File: config.mk
export PLATFORM = sky130hd
export DESIGN_NAME = serial_packet_demux_flat
export DESIGN_NICKNAME = d
export VERILOG_FILES = /design/src/rtl/serial_packet_demux_pkg.sv /design/src/rtl/serial_packet_demux_if.sv /design/src/rtl/serial_packet_demux_field.sv /design/src/rtl/serial_packet_demux.sv /design/src/flat_wrapper.sv
export SDC_FILE = /design/constraint.sdc
export NUM_CORES = 1
export LEC_CHECK = 0
export CAP_MARGIN = 20
export CORE_ASPECT_RATIO = 0.7
export CORE_MARGIN = 5
export CORE_UTILIZATION = 30
export DETAILED_ROUTE_END_ITERATION = 10
export PLACE_DENSITY = 0.49
export SYNTH_ARGS = -nofsm -noshare
export SYNTH_HDL_FRONTEND = slang
export SYNTH_HIERARCHICAL = 1
export SYNTH_SLANG_ARGS = --single-unit
File: constraint.sdc
create_clock -name clk -period 4.2 [get_ports clk]
set_input_delay 0.84 -clock clk [delete_from_list [all_inputs] [get_ports clk]]
set_output_delay 0.84 -clock clk [all_outputs]
set_load 0.05 [all_outputs]
File: src/rtl/serial_packet_demux_pkg.sv
// Shared types and helpers for the bit-serial packet demultiplexer.
// The state encoding is fixed at 2 bits so it can be observed on the debug port.
package serial_packet_demux_pkg;

    typedef enum logic [1:0] {
        ST_IDLE = 2'd0,
        ST_PORT = 2'd1,
        ST_LEN  = 2'd2,
        ST_DATA = 2'd3
    } spd_state_t;

    localparam int DEF_PORT_W = 2;
    localparam int DEF_LEN_W  = 4;

    function automatic int spd_max(input int a, input int b);
        return (a > b) ? a : b;
    endfunction

    // Bit-counter width that can index either header field.
    localparam int CNT_W = spd_max(DEF_PORT_W, DEF_LEN_W);

endpackage

File: src/rtl/serial_packet_demux_if.sv
// Bus between the serial line sampler (master) and the packet demultiplexer (slave).
interface serial_packet_demux_if
    import serial_packet_demux_pkg::*;
#(
    parameter int PORT_W = 2,
    parameter int NUM_CH = 4
);
    // No back-pressure: clken qualifies serIn on the clock edge it is high;
    // serOutValid/done/err are one-clk pulses that a sink must take when they appear.
    logic              clken;
    logic              serIn;
    logic [NUM_CH-1:0] serOut;
    logic [NUM_CH-1:0] serOutValid;
    logic [PORT_W-1:0] portId;
    logic              busy;
    logic              done;
    logic              err;
    spd_state_t        dbg_state;

    modport master (
        output clken, serIn,
        input  serOut, serOutValid, portId, busy, done, err, dbg_state
    );

    modport slave (
        input  clken, serIn,
        output serOut, serOutValid, portId, busy, done, err, dbg_state
    );

endinterface

File: src/rtl/serial_packet_demux_field.sv
// MSB-first field shifter used for the port-id and length headers.
// o_full flags the strobe whose bit completes the field, so o_value is usable in that same cycle.
module spd_field_shifter
    import serial_packet_demux_pkg::*;
#(
    parameter int W      = 2,
    parameter int FCNT_W = CNT_W
) (
    input  logic         clk,
    input  logic         rst,
    input  logic         i_clken,
    input  logic         i_clr,
    input  logic         i_shift,
    input  logic         i_bit,
    output logic [W-1:0] o_value,
    output logic         o_full
);

    logic [W-1:0]      r_data;
    logic [FCNT_W-1:0] r_cnt;
    logic [W:0]        w_cat;

    assign w_cat   = {r_data, i_bit};
    assign o_value = w_cat[W-1:0];
    assign o_full  = i_clken && i_shift && (r_cnt == FCNT_W'(W - 1));

    always_ff @(posedge clk or posedge rst) begin
        if (rst) begin
            r_data <= '0;
            r_cnt  <= '0;
        end else if (i_clken) begin
            if (i_clr) begin
                r_data <= '0;
                r_cnt  <= '0;
            end else if (i_shift) begin
                r_data <= o_value;
                r_cnt  <= r_cnt + 1'b1;
            end
        end
    end

endmodule

File: src/rtl/serial_packet_demux.sv
// Bit-serial packet receiver: start bit, port id, length, then payload steered to one channel.
// Header fields are collected by two spd_field_shifter instances; FSM and steering live here.
module serial_packet_demux
    import serial_packet_demux_pkg::*;
#(
    parameter int PORT_W = 2,
    parameter int LEN_W  = 4,
    parameter int NUM_CH = 4
) (
    input  logic                 clk,
    input  logic                 rst,
    serial_packet_demux_if.slave bus
);

    localparam logic [1:0] S_IDLE = 2'(ST_IDLE);
    localparam logic [1:0] S_PORT = 2'(ST_PORT);
    localparam logic [1:0] S_LEN  = 2'(ST_LEN);
    localparam logic [1:0] S_DATA = 2'(ST_DATA);

    localparam int              FIELD_CNT_W = spd_max(PORT_W, LEN_W);
    localparam logic [PORT_W:0] NUM_CH_L    = (PORT_W + 1)'(NUM_CH);

    logic [1:0]        r_state;
    logic [PORT_W-1:0] r_port_id;
    logic [LEN_W-1:0]  r_cnt;
    logic [NUM_CH-1:0] r_ser_out;
    logic [NUM_CH-1:0] r_ser_valid;
    logic              r_done;
    logic              r_err;

    logic [PORT_W-1:0] w_port_value;
    logic              w_port_full;
    logic [LEN_W-1:0]  w_len_value;
    logic              w_len_full;
    logic              w_port_ok;
    logic              w_in_idle;

    assign w_in_idle = (r_state == S_IDLE);
    assign w_port_ok = ({1'b0, r_port_id} < NUM_CH_L);

    // Both counters restart on every idle strobe so a new start bit begins a clean header.
    spd_field_shifter #(
        .W      (PORT_W),
        .FCNT_W (FIELD_CNT_W)
    ) u_port_field (
        .clk     (clk),
        .rst     (rst),
        .i_clken (bus.clken),
        .i_clr   (w_in_idle),
        .i_shift (r_state == S_PORT),
        .i_bit   (bus.serIn),
        .o_value (w_port_value),
        .o_full  (w_port_full)
    );

    spd_field_shifter #(
        .W      (LEN_W),
        .FCNT_W (FIELD_CNT_W)
    ) u_len_field (
        .clk     (clk),
        .rst     (rst),
        .i_clken (bus.clken),
        .i_clr   (w_in_idle),
        .i_shift (r_state == S_LEN),
        .i_bit   (bus.serIn),
        .o_value (w_len_value),
        .o_full  (w_len_full)
    );

    always_ff @(posedge clk or posedge rst) begin
        if (rst) begin
            r_state     <= S_IDLE;
            r_port_id   <= '0;
            r_cnt       <= '0;
            r_ser_out   <= '0;
            r_ser_valid <= '0;
            r_done      <= 1'b0;
            r_err       <= 1'b0;
        end else begin
            r_ser_valid <= '0;
            r_done      <= 1'b0;
            r_err       <= 1'b0;
            if (bus.clken) begin
                case (r_state)
                    S_IDLE: begin
                        if (!bus.serIn) r_state <= S_PORT;
                    end
                    S_PORT: begin
                        if (w_port_full) begin
                            r_port_id <= w_port_value;
                            r_state   <= S_LEN;
                        end
                    end
                    S_LEN: begin
                        if (w_len_full) begin
                            if (w_len_value == '0) begin
                                r_state <= S_IDLE;
                                r_done  <= w_port_ok;
                                r_err   <= !w_port_ok;
                            end else begin
                                r_cnt   <= w_len_value;
                                r_state <= S_DATA;
                            end
                        end
                    end
                    S_DATA: begin
                        r_cnt <= r_cnt - 1'b1;
                        // Invalid ids match no channel: payload is consumed silently.
                        for (int ch = 0; ch < NUM_CH; ch++) begin
                            if (w_port_ok && (r_port_id == PORT_W'(ch))) begin
                                r_ser_out[ch]   <= bus.serIn;
                                r_ser_valid[ch] <= 1'b1;
                            end
                        end
                        if (r_cnt == LEN_W'(1)) begin
                            r_state <= S_IDLE;
                            r_done  <= w_port_ok;
                            r_err   <= !w_port_ok;
                        end
                    end
                    default: r_state <= S_IDLE;
                endcase
            end
        end
    end

    assign bus.serOut      = r_ser_out;
    assign bus.serOutValid = r_ser_valid;
    assign bus.portId      = r_port_id;
    assign bus.busy        = !w_in_idle;
    assign bus.done        = r_done;
    assign bus.err         = r_err;
    assign bus.dbg_state   = spd_state_t'(r_state);

endmodule
File: src/flat_wrapper.sv
// flat-port wrapper written by rule: the top's interface ports become plain ports
module serial_packet_demux_flat import serial_packet_demux_pkg::*;
#(
    parameter int PORT_W = 2,
    parameter int LEN_W  = 4,
    parameter int NUM_CH = 4
)
  (clk, rst, bus_clken, bus_serIn, bus_serOut, bus_serOutValid, bus_portId, bus_busy, bus_done, bus_err, bus_dbg_state);
  serial_packet_demux_if #(.PORT_W(PORT_W), .NUM_CH(NUM_CH)) bus_i ();
  input  logic clk;
  input  logic rst;
  input wire logic [$bits(bus_i.clken)-1:0] bus_clken;
  input wire logic [$bits(bus_i.serIn)-1:0] bus_serIn;
  output wire logic [$bits(bus_i.serOut)-1:0] bus_serOut;
  output wire logic [$bits(bus_i.serOutValid)-1:0] bus_serOutValid;
  output wire logic [$bits(bus_i.portId)-1:0] bus_portId;
  output wire logic [$bits(bus_i.busy)-1:0] bus_busy;
  output wire logic [$bits(bus_i.done)-1:0] bus_done;
  output wire logic [$bits(bus_i.err)-1:0] bus_err;
  output wire logic [$bits(bus_i.dbg_state)-1:0] bus_dbg_state;
  assign bus_i.clken = bus_clken;
  assign bus_i.serIn = bus_serIn;
  assign bus_serOut = bus_i.serOut;
  assign bus_serOutValid = bus_i.serOutValid;
  assign bus_portId = bus_i.portId;
  assign bus_busy = bus_i.busy;
  assign bus_done = bus_i.done;
  assign bus_err = bus_i.err;
  assign bus_dbg_state = bus_i.dbg_state;
  serial_packet_demux #(.PORT_W(PORT_W), .LEN_W(LEN_W), .NUM_CH(NUM_CH)) u_core (.clk(clk), .rst(rst), .bus(bus_i));
endmodule
==> impl_metrics.yaml, run 1 <==
detailed_routing:
  wire_per_inst_um: 13.85
  dr.pass1.iters: 4
  drc: 0
  antenna_left: 0
  via_count: 1188
  viasPerCell: 4.849
  drt-initial-drc-count: 59
  drt_wl_total_um: 3393
sta:
  worstMarginPinSlew_ns: 0.7430
  setup_tns_ns: 0
  setup_viol: 0
  fin_hold_ws_ns: 0.5029
  rsz0062_at_grt: "no"
  drv_slew: 0
  finClkSkew_ns: 0.009370
  min_period_ns: 3.090
  relSlewSlack_pct: 50.09
  max_freq_mhz: 323.6
  setup_slack_ns: 1.110
  final-hold-violation-count: 0
  min_period_over_period_pct: 73.58
final_layout:
  layout_commonest_cell: "dfrtp_1"
  n_fill_cell: 529
  fin_nets: 181
  num_antenna_cells: 0
  area_growth_pct: 17.94
  regArea_um2: 725.7
  layoutNonFillerInstCount: 245
  final_cell_mix: "dfrtp_1, clkdlybuf4s50_1, inv_1, nand2_1, a21oi_1"
  multi_input_area_um2: 777.0
  drive_above_1_share_pct: 17.34
yosys:
  synthDistinctLibCells: 50
  syn_nets: 165
  yosysWarningCount: 6
  syn-instance-count: 156
  yosysSeqAreaShare_pct: 43.71
  synth_area_um2: 1660
  yosysTopAreaCell: "dfrtp_1"
  synth_top_area_share_pct: 43.71
  ys_ff_latch: 29
  avgSynthCellArea_um2: 10.64
  synth_area_leaders: "dfrtp_1, inv_1, ha_1"
clock_network:
  numCtsBuffers: 5
  clk_latency_ns: 0.28
  cts_setup_buffers: 0
  clk_pin_slew_worst_paths_ns: 0.07
  cts.sinks: 29
  cts_tree: "yes"
  cts_resized: 0
  cts_htree_levels: 2
  cts_root_buf: "clkbuf_8"
  cts_hold_buf: 0
  cts_buffer_depth: 2
critical_path:
  worst_path_max_delay_cell: "dfrtp_1"
  start_kind: "register"
  r2r_slack_ns: 1.15
  timing.rr.start: "u_core/bus.dbg_state[1]"
  crit_arrival_ns: 2.25
  cp-startpoint: "u_core/bus.dbg_state[1]"
  reg2reg_depth: 7
  cp-endpoint: "bus_busy"
  critPathMaxStageDelay_ns: 0.81
  crit_path_cell_trace: "nor2_1 > buf_4 > inv_1 > clkdlybuf4s50_1"
  critical_path_depth: 4
  critPathMaxFanout: 20
  path_class: "reg -> out"
  cp_top_family: "buffers and inverters"
  required_ns: 3.36
  endpoint_kind: "primary output"
  r2r_end: "u_core/r_cnt[2]"
  path_buf_inv: 3
run:
  cap_violations: 0
placement:
  hpwl_um: 2452
  dpl.cell_count: 237
  gp_congestion: 0.7992
  place_ws_ns: 1.026
  port_buffers: 17
global_route:
  grt_pass1_vias: 1177
  track_usage_pct: 10.39
  grt_max_degree: 25
  overflow: 0
  grt_pass1_wl_um: 5851
  antenna_found_initial: 0
power:
  pwr-share-clk_pct: 21.9
  power.switching_uw: 561.2
  vdd_drop_max_mv: 0.2319
  p_seq_share_pct: 38.0
  leakagePower_uw: 0.0008474
  comb_power_share_pct: 40.1
  p_total_uw: 1370
  p_int_uw: 809.3
  power.density_nw_per_um2: 699.9
  switching_share_pct: 40.95
die:
  dieHeight_um: 72.24
  core_um2: 5313
  die-area_um2: 7146
  initial_core_util_pct: 31.25
  ios: 19
  rows: 22
  fp.dieW_um: 98.92
min_path:
  worstHoldStart: "u_core/u_port_field/r_cnt[2]"
  hold_path.class: "reg -> reg"
run_status:
  status: "finished clean"
[worst min path at each step]
| stage | end | slack, ns | cells past startpoint |
|---|---|---|---|
| 3_5_place_dp | u_core/u_port_field/r_cnt[2] | 0.49 | 1 |
| 3_3_place_gp | u_core/u_port_field/r_cnt[2] | 0.47 | 1 |
| 2_1_floorplan | u_core/u_port_field/r_cnt[2] | 0.45 | 1 |
| 5_1_grt | u_core/u_port_field/r_cnt[2] | 0.53 | 1 |
| 6_report | u_core/u_port_field/r_cnt[2] | 0.50 | 1 |
| 4_1_cts | u_core/u_port_field/r_cnt[2] | 0.50 | 1 |
[layout make-up]
type	instances	share of cell area (%)
timing repair buffer	19	9.457
clock inverter	1	1.534
inverter	17	3.259
multi-input combinational	100	39.68
sequential	29	37.06
clock buffer	7	4.409
tap	72	4.601
[synth_stat cells, drive strengths merged]
library cell / count
dfrtp: 29
inv: 17
o21ai: 10
buf: 9
nand2: 9
nand3: 9
a21oi: 8
mux2: 8
nor3: 7
ha: 5
a22o: 4
nor2: 3
o21a: 3
a211o: 2
a211oi: 2
a221o: 2
nand2b: 2
nand4b: 2
nor2b: 2
nor3b: 2
nor4: 2
o22ai: 2
a21bo: 1
a221oi: 1
a31oi: 1
a32o: 1
a41oi: 1
and2: 1
and2b: 1
and3: 1
and4: 1
and4b: 1
clkbuf: 1
conb: 1
mux2i: 1
nand3b: 1
nand4: 1
o2bb2ai: 1
o32a: 1
[flip-flops by register name (all words and copies together), names as in the netlist]
name                        cells
u_core/r_cnt                    4
u_core/u_port_field/r_cnt       4
u_core/bus.portId               2
u_core/bus.serOut               4
u_core/bus.serOutValid          4
u_core/u_port_field/r_data      1
u_core/u_len_field/r_cnt        4
u_core/bus.done                 1
u_core/bus.dbg_state            2
u_core/u_len_field/r_data       3
[per-stage QoR]
| step | area [um2] | utilization [%] |
|---|---|---|
| finish | 1958 | 36.86 |
| global route | 1958 | 36.86 |
| global placement | 1842 | 34.67 |
| floorplan | 1660 | - |
| detailed placement | 1842 | 34.67 |
| CTS | 1958 | 36.86 |
[cells by family after synthesis]
| logic type | synth area share [%] |
|---|---|
| flip-flops | 43.71 |
| multiplexers | 6.028 |
| buffers and inverters | 9.494 |
| AND/OR/NAND/NOR | 19.07 |
| adder cells (fa/ha/maj) | 3.768 |
| other | 0.2259 |
| AO/OA/AOI/OAI | 17.71 |
[power by group through the flow]
stage	registers (uW)	logic [uW]	clock network (uW)
finish	520	550	300
global route	541	601	325
CTS	519	554	311
detailed placement	524	552	0
global placement	520	540	0
floorplan	563	384	0
[per-layer routing]
layer | global-route usage, % | share of wire [%] | up-vias
li1 | - | - | 587
met1 | 14.61 | 54 | 569
met2 | 14.73 | 40 | 26
met3 | 3.074 | 4.2 | 6
met4 | 4.545 | 1.7 | 0
met5 | 0 | 0 | -
(Power assumes the default switching activity.)
==> run 2, diff against run 1 <==
==> constraint.sdc (replaced) <==
create_clock -name clk -period 3.2 [get_ports clk]
set_input_delay 0.64 -clock clk [delete_from_list [all_inputs] [get_ports clk]]
set_output_delay 0.64 -clock clk [all_outputs]
set_load 0.05 [all_outputs]
==> impl_metrics.yaml, run 2 (synthesis results as in run 1) <==
final_layout:
  drive_above_1_share_pct: 19.66
  final_cell_mix: "dfrtp_1, clkdlybuf4s50_1, inv_1, nand2_1, a21oi_1"
  layout_commonest_cell: "dfrtp_1"
  layoutNonFillerInstCount: 250
  area_growth_pct: 20.20
  num_antenna_cells: 0
  fin_nets: 186
critical_path:
  required_ns: 2.56
  crit_path_cell_trace: "buf_4 > nor2_1 > buf_4 > inv_1 > clkdlybuf4s50_1"
  start_kind: "register"
  critPathMaxStageDelay_ns: 0.79
  r2r_end: "u_core/r_cnt[2]"
  crit_arrival_ns: 1.96
  critPathMaxFanout: 20
  r2r_slack_ns: 1.00
  crit_top_cell: "buf_4"
  timing.rr.start: "u_core/bus.dbg_state[1]"
  endpoint_kind: "primary output"
  path_class: "reg -> out"
  worst_path_max_delay_cell: "clkdlybuf4s50_1"
  reg2reg_depth: 10
detailed_routing:
  dr.pass1.iters: 4
  via_count: 1224
  viasPerCell: 4.896
  drc: 0
  drt-initial-drc-count: 45
  wire_per_inst_um: 14.09
  drt_wl_total_um: 3523
  antenna_left: 0
clock_network:
  clk_latency_ns: 0.28
  cts_tree: "yes"
  clk_pin_slew_worst_paths_ns: 0.06
  numCtsBuffers: 5
  cts_hold_buf: 0
  cts_root_buf: "clkbuf_8"
  cts_htree_levels: 2
  cts_buffer_depth: 2
  cts.sinks: 29
  cts_setup_buffers: 0
  cts_resized: 0
global_route:
  track_usage_pct: 10.99
  grt_max_degree: 24
  antenna_found_initial: 0
  overflow: 0
  grt_pass1_vias: 1229
  grt_pass1_wl_um: 6099
placement:
  dpl.cell_count: 242
  port_buffers: 17
  hpwl_um: 2563
  gp_congestion: 0.7833
sta:
  relSlewSlack_pct: 55.05
  finClkSkew_ns: 0.004556
  min_period_ns: 2.600
  drv_slew: 0
  worstMarginPinSlew_ns: 0.6735
  setup_tns_ns: 0
  rsz0062_at_grt: "no"
  min_period_over_period_pct: 81.26
  max_freq_mhz: 384.6
  final-hold-violation-count: 0
  setup_viol: 0
power:
  vdd_drop_max_mv: 0.2976
  leakagePower_uw: 0.0008719
  p_total_uw: 1833
  power.density_nw_per_um2: 918.7
min_path:
  worstHoldStart: "u_core/u_port_field/r_cnt[2]"
  hold_path.class: "reg -> reg"
  hold_depth: 1
  holdPathEnd: "u_core/u_port_field/r_cnt[2]"
run_status:
  status: "finished clean"
die:
  core_um2: 5313
  fp.dieW_um: 98.92
  die-area_um2: 7146
  initial_core_util_pct: 31.25
  ios: 19
  dieHeight_um: 72.24
  rows: 22
run:
  cap_violations: 0
## run 2: worst max-delay path, delay by kind of cell, from the launching register on
kind,cells,cell delay (ns)
simple gates,1,0.07
flops,1,0.35
buf+inv,4,1.27
## run 2: how the worst max path moves through the flow
stage,slack (ns),start,depth (start not counted),to
global route,0.50,u_core/bus.dbg_state[0],5,bus_busy
global placement,0.83,bus_clken,6,u_core/bus.portId[0]
CTS,0.58,u_core/bus.dbg_state[0],5,bus_busy
floorplan,0.67,u_core/bus.dbg_state[0],9,u_core/r_cnt[2]
detailed placement,0.77,bus_clken,6,u_core/bus.portId[1]
finish,0.60,u_core/bus.dbg_state[0],5,bus_busy
## run 2: final cells by class
class                           count  area [um2]
Fill cell                         517        3317
Inverter                           17       63.81
Tap cell                           72       90.09
Multi-Input combinational cell    100       777.0
Timing Repair Buffer               24       222.7
Clock buffer                        7       86.33
Clock inverter                      1       30.03
Sequential cell                    29       725.7
## run 2: report_power, final
group          switching [uW]  leakage (uW)  total, uW  internal (uW)
Sequential                126      0.000361        619            494
Combinational             478      0.000453        817            339
Clock                     143     0.0000585        397            254
Total                     747      0.000872       1830           1090
## run 2: layer usage
layer,wire (um),up-vias,GRT usage [%],part of all wire (%)
met5,0,-,0,0
li1,-,599,-,-
met4,55,0,4.545,1.6
met1,1851,594,15.52,53
met2,1464,27,15.55,42
met3,153,4,3.362,4.3
## run 2: metrics by stage
step	util, %	area (um2)	setup slack, ns	hold WS [ns]
global placement	35.37	1879	0.8280	0.4817
floorplan	-	1660	0.6698	0.4185
finish	37.56	1996	0.5997	0.5066
detailed placement	35.37	1879	0.7750	0.4991
CTS	37.56	1996	0.5824	0.5049
global route	37.56	1996	0.4967	0.5283
